===== src/rtl/alu_cmd_driver.sv =====
// alu_cmd_driver: command-side master for the combinational 8-bit ALU.
// Accepts op/operand/tag commands over valid/ready and drives the ALU inputs.
// After SETTLE cycles it captures the result and flags.
// It returns them with the tag over a response valid/ready channel.
// Ports:
//   clk, rst (sync, active-high)
//   cmd_valid/cmd_ready, cmd_op, cmd_a, cmd_b, cmd_tag     command channel
//   alu_A, alu_B, alu_OPcode, alu_carry_in                 to ALU
//   alu_out, alu_c_flag, alu_carry_out                     from ALU
//   rsp_valid/rsp_ready, rsp_data, rsp_gt, rsp_carry,
//   rsp_op, rsp_tag                                        response channel
//   busy, cmd_count                                        status
module alu_cmd_driver #(
   parameter int WIDTH  = 8,
   parameter int SETTLE = 1,
   parameter int CNT_W  = 16
) (
   input  logic             clk,
   input  logic             rst,
   input  logic             cmd_valid,
   output logic             cmd_ready,
   input  logic [2:0]       cmd_op,
   input  logic [WIDTH-1:0] cmd_a,
   input  logic [WIDTH-1:0] cmd_b,
   input  logic [3:0]       cmd_tag,
   output logic [WIDTH-1:0] alu_A,
   output logic [WIDTH-1:0] alu_B,
   output logic [2:0]       alu_OPcode,
   output logic             alu_carry_in,
   input  logic [WIDTH-1:0] alu_out,
   input  logic             alu_c_flag,
   input  logic             alu_carry_out,
   output logic             rsp_valid,
   input  logic             rsp_ready,
   output logic [WIDTH-1:0] rsp_data,
   output logic             rsp_gt,
   output logic             rsp_carry,
   output logic [2:0]       rsp_op,
   output logic [3:0]       rsp_tag,
   output logic             busy,
   output logic [CNT_W-1:0] cmd_count
);

   typedef enum logic [1:0] {
      IDLE  = 2'd0,
      DRIVE = 2'd1,
      RESP  = 2'd2
   } state_t;

   state_t     state;
   state_t     state_nx;
   logic [3:0] settle_cnt;
   logic [2:0] op_q;
   logic [3:0] tag_q;
   logic       cmd_hs;
   logic       rsp_hs;
   logic       settle_done;

   // cmd_ready never looks at cmd_valid, so no comb loop with the sequencer.
   assign cmd_ready   = (state == IDLE) | ((state == RESP) & rsp_ready);
   assign cmd_hs      = cmd_valid & cmd_ready;
   assign rsp_valid   = (state == RESP);
   assign rsp_hs      = rsp_valid & rsp_ready;
   assign busy        = (state != IDLE);
   assign settle_done = (settle_cnt == 4'(SETTLE - 1));

   always_comb begin
      state_nx = state;
      unique case (state)
         IDLE:    if (cmd_hs) state_nx = DRIVE;
         DRIVE:   if (settle_done) state_nx = RESP;
         RESP:    if (rsp_hs) state_nx = cmd_hs ? DRIVE : IDLE;
         default: state_nx = IDLE;
      endcase
   end

   always_ff @(posedge clk) begin
      if (rst) begin
         state        <= IDLE;
         settle_cnt   <= '0;
         op_q         <= '0;
         tag_q        <= '0;
         alu_A        <= '0;
         alu_B        <= '0;
         alu_OPcode   <= '0;
         alu_carry_in <= 1'b0;
         rsp_data     <= '0;
         rsp_gt       <= 1'b0;
         rsp_carry    <= 1'b0;
         rsp_op       <= '0;
         rsp_tag      <= '0;
         cmd_count    <= '0;
      end else begin
         state <= state_nx;
         if (cmd_hs) begin
            alu_A        <= cmd_a;
            alu_B        <= cmd_b;
            alu_OPcode   <= cmd_op;
            // op 001 is the carry-in variant; everything else runs with cin=0
            alu_carry_in <= (cmd_op == 3'b001);
            op_q         <= cmd_op;
            tag_q        <= cmd_tag;
            settle_cnt   <= '0;
         end else if ((state == DRIVE) && !settle_done) begin
            settle_cnt <= settle_cnt + 4'd1;
         end
         if ((state == DRIVE) && settle_done) begin
            rsp_data  <= alu_out;
            rsp_gt    <= alu_c_flag;
            // carry_out is only meaningful for the two arithmetic ops
            rsp_carry <= (op_q[2:1] == 2'b00) & alu_carry_out;
            rsp_op    <= op_q;
            rsp_tag   <= tag_q;
         end
         if (rsp_hs) cmd_count <= cmd_count + CNT_W'(1);
      end
   end

endmodule


===== config.mk =====
export PLATFORM = sky130hd
export DESIGN_NAME = alu_cmd_driver
export DESIGN_NICKNAME = d
export VERILOG_FILES = /design/src/rtl/alu_cmd_driver.sv
export SDC_FILE = /design/constraint.sdc
export NUM_CORES = 1
export LEC_CHECK = 0
export ABC_CLOCK_PERIOD_IN_PS = 1900
export CAP_MARGIN = 20
export CORE_MARGIN = 2
export CORE_UTILIZATION = 39
export CTS_BUF_LIST = sky130_fd_sc_hd__clkbuf_16
export DETAILED_ROUTE_END_ITERATION = 16
export PLACE_DENSITY = 0.75
export SYNTH_ARGS = -nofsm -noshare
export SYNTH_HDL_FRONTEND = slang
export SYNTH_SLANG_ARGS = --single-unit

===== constraint.sdc =====
create_clock -name clk -period 1.9 [get_ports clk]
set_input_delay 0.38 -clock clk [delete_from_list [all_inputs] [get_ports clk]]
set_output_delay 0.38 -clock clk [all_outputs]
set_load 0.05 [all_outputs]

==> reports/results.txt <==
final setup margin -> 0.04114 ns
Worst Skew -> 0.004006 ns
clock slew at reported path FFs -> 0.05 ns
Reg-to-Reg Start -> cmd_count[0]$_SDFFE_PP0P_
nets -> 435
Die Area -> 6941 um^2
num ports -> 93
grt total ovfl -> 0
H-tree lvl count -> 3
vias per cell -> 4.884
worst-case reg-to-reg path depth -> 5
power density over cell area -> 906.1 nW/um^2
distinct cell type count after synthesis -> 32
# rows -> 28
hold path cells -> 2
Sw Share -> 0.2518
layout cells sized above 1 -> 0.1454
Area growth, synth to finish -> 53.95%
hold path start -> alu_A[2]$_SDFFE_PP0P_
TritonCTS clock tree -> yes
post-CTS repair timing setup buffer count -> 0
Port Buffers -> 92
Total GRT Usage -> 0.1730
ANT cells -> 0
fmax -> 538.0 MHz
status -> completed
Hold/Removal Path Class -> flop to flop
DRT Wirelength -> 5966 um
Logic pwr share -> 0.145
Mapped Avg Cell Area -> 8.289 um^2
Mapped Nets -> 336
largest net degree at the start of global routing -> 33
setup violators final -> 0
sequential power share -> 0.409
post-detailed-placement half-perimeter wirelength -> 4103 um
Final Hold Vio Count -> 0
min Tclk post-route -> 1.859 ns
Worst-Margin Slew -> 0.5899 ns
CP required -> 1.52 ns
Max VDD drop -> 0.0007419 V
Hold WS -> 0.4495 ns
Slew Limit Fails -> 0
Internal -> 0.002561 W
Initial Utilization -> 0.4096
first-pass GRT wire length -> 9956 um
CP cell instances -> clkdlybuf4s50_1
# DRC -> 0
Synth Instances -> 296
P_leak -> 1.533 nW
Worst R2R End -> cmd_count[14]$_SDFFE_PP0P_
Clock Path Buffers -> 2
Die X -> 83.32 um
Max-slew headroom -> 0.6068
clock root cell -> clkbuf_16
core area -> 5991 um^2
vias post-DR -> 2315
sequential cell area fraction in the yosys report -> 0.5140
worst-skew pair later-pin latency -> 0.31 ns
Clk network pwr share -> 0.445
wire per inst -> 12.59 um
flop2flop setup slack -> 0.20 ns
clock sinks -> 63
initial antenna violation count -> 0
antenna-violating nets left -> 0
register bit total from synthesis -> 63
Worst Path Buf+Inv -> 1
critical-path maximum fanout -> 3
cell family with most CP delay -> buffers and inverters
CTS buffer count -> 9
Critical Path End Type -> output pin
Pre-Repair DR Iteration Count -> 4
Setup crit start kind -> flop
routability cong. -> 0.8389
net switching power -> 0.0008618 W
crit share post-route -> 0.9783
synthesized area -> 2454 um^2
RSZ-0062 raised after global routing -> false
Hold Crit Endpoint -> alu_A[2]$_SDFFE_PP0P_
max incr delay on CP -> 0.81 ns
warnings from Yosys -> 0
Worst Setup SP -> cmd_count[15]$_SDFFE_PP0P_
die boundary height -> 83.32 um
Crit Path Class -> flop to output pin
DRT iter0 DRCs -> 69
CP arrival -> 1.48 ns
Worst path slowest cell -> clkdlybuf4s50_1
pre-CTS setup slack -> -0.1368 ns
max cap viols -> 0
vias in the first global route -> 2194
## stage by stage
| stage | total power (W) | setup TNS [ns] | utilization | instances | area [um^2] |
|---|---|---|---|---|---|
| final | 0.003423 | 0 | 0.6305 | 474 | 3777 |
| after global routing | 0.003550 | 0 | 0.6305 | 474 | 3777 |
| after CTS | 0.003462 | 0 | 0.6289 | 474 | 3767 |
| after detailed placement | 0.001927 | -0.4064 | 0.5817 | 459 | 3485 |
| after global placement | 0.001921 | -0.2822 | 0.5817 | 459 | 3485 |
| after floorplan | 0.001706 | -0.001404 | - | 296 | 2460 |
## layout by cell type, fill, tap and decap left out, drive strengths merged, types with 2 or more instances in the layout
master / netlist / final
o31ai: 4 / 4
xor2: 8 / 8
nor4: 2 / 2
buf: 2 / 35
and4: 2 / 2
clkdlybuf4s50: 0 / 66
nand4: 6 / 6
or4: 4 / 4
clkbuf: 15 / 9
nand3: 4 / 4
a21oi: 48 / 48
nor3: 6 / 6
inv: 6 / 7
dfxtp: 63 / 63
mux2i: 2 / 2
ha: 3 / 3
nor2: 15 / 15
dlymetal6s2s: 0 / 4
nand2: 89 / 89
clkinv: 0 / 3
xnor2: 5 / 5
## worst max-delay path by stage
stage	cells past startpoint	slack, ns	end
global placement	5	-0.13	cmd_count[14]$_SDFFE_PP0P_
floorplan	6	-0.001	cmd_count[14]$_SDFFE_PP0P_
detailed placement	5	-0.14	cmd_count[14]$_SDFFE_PP0P_
finish	1	0.04	cmd_count[15]
global route	1	0.007	alu_A[7]
CTS	1	0.009	cmd_count[5]
## cell usage after synthesis
cell type  instances  area [um^2]
a21oi_1           48        240.2
and2_1             1        6.260
and2b_2            1        8.760
and3_1             1        6.260
and3b_2            1        10.01
and4_1             2        17.52
buf_2              2        10.01
clkbuf_1          14        52.55
clkbuf_2           1        5.000
dfxtp_1           63         1261
ha_1               3        37.54
inv_1              6        22.52
mux2i_1            2        20.02
nand2_1           89        334.1
nand3_1            4        20.02
nand4_1            5        31.28
nand4_4            1        21.27
nand4b_4           1        23.77
nor2_1            15        56.30
nor3_1             6        30.03
nor3b_1            1        7.510
nor4_1             2        12.51
o211a_1            1        10.01
o211ai_1           1        7.510
o21ai_0            1        5.000
o31ai_1            4        30.03
or2_1              1        6.260
or3_1              1        6.260
or4_1              4        30.03
or4b_2             1        10.01
xnor2_1            5        43.79
xor2_1             8        70.07
## routing by layer
layer | routed length, um | vias up | track usage | share of wire
li1 | - | 1189 | - | -
met1 | 2735 | 1052 | 0.2168 | 0.46
met2 | 2742 | 67 | 0.2742 | 0.46
met3 | 403 | 7 | 0.05567 | 0.068
met4 | 85 | 0 | 0.07154 | 0.014
met5 | 0 | - | 0 | 0
## registers in the layout, summed over array words and instances (netlist names), 2 cells and up
signal	count
op_q	3
cmd_count	16
alu_A	8
alu_B	8
tag_q	4
rsp_data	8
rsp_tag	4
settle_cnt	4
state	2
rsp_op	3
## power groups by stage
| stage | clock network (W) | logic [W] | registers [W] |
|---|---|---|---|
| finish | 0.00152 | 0.000497 | 0.00140 |
| global route | 0.00161 | 0.000529 | 0.00141 |
| CTS | 0.00156 | 0.000501 | 0.00140 |
| detailed placement | 0 | 0.000499 | 0.00143 |
| global placement | 0 | 0.000495 | 0.00143 |
| floorplan | 0 | 0.000139 | 0.00157 |
## kinds of logic (layout without fill, tap and decap cells)
| group | after synthesis | in the layout | share of synthesized area |
|---|---|---|---|
| simple gates | 137 | 137 | 0.2601 |
| fa+ha+maj | 3 | 3 | 0.01530 |
| xor+xnor | 13 | 13 | 0.04641 |
| flops | 63 | 63 | 0.5140 |
| mux | 2 | 2 | 0.008159 |
| buf+inv | 23 | 126 | 0.03671 |
| compound gates | 55 | 55 | 0.1193 |
## repair_timing
action,4_1_cts,5_1_grt
hold buffers,0,0
pin swaps,0,0
setup endpoints to repair,1,4
gates resized for setup,1,4
## worst reg2reg max path, delay by kind of cell, from the launching register on
kind,cells,cell delay [ns]
flip-flops,1,0.36
adder cells (fa/ha/maj),1,0.22
AO/OA/AOI/OAI,1,0.16
AND/OR/NAND/NOR,3,0.89
## area by class of cell
class	count	area, um^2
Multi-Input combinational cell	210	1106
Clock inverter	6	53.80
Fill cell	520	2213
Sequential cell	63	1267
Inverter	6	22.52
Timing Repair Buffer	105	1008
Clock buffer	9	225.2
Tap cell	75	93.84
(Power assumes the default switching activity.)
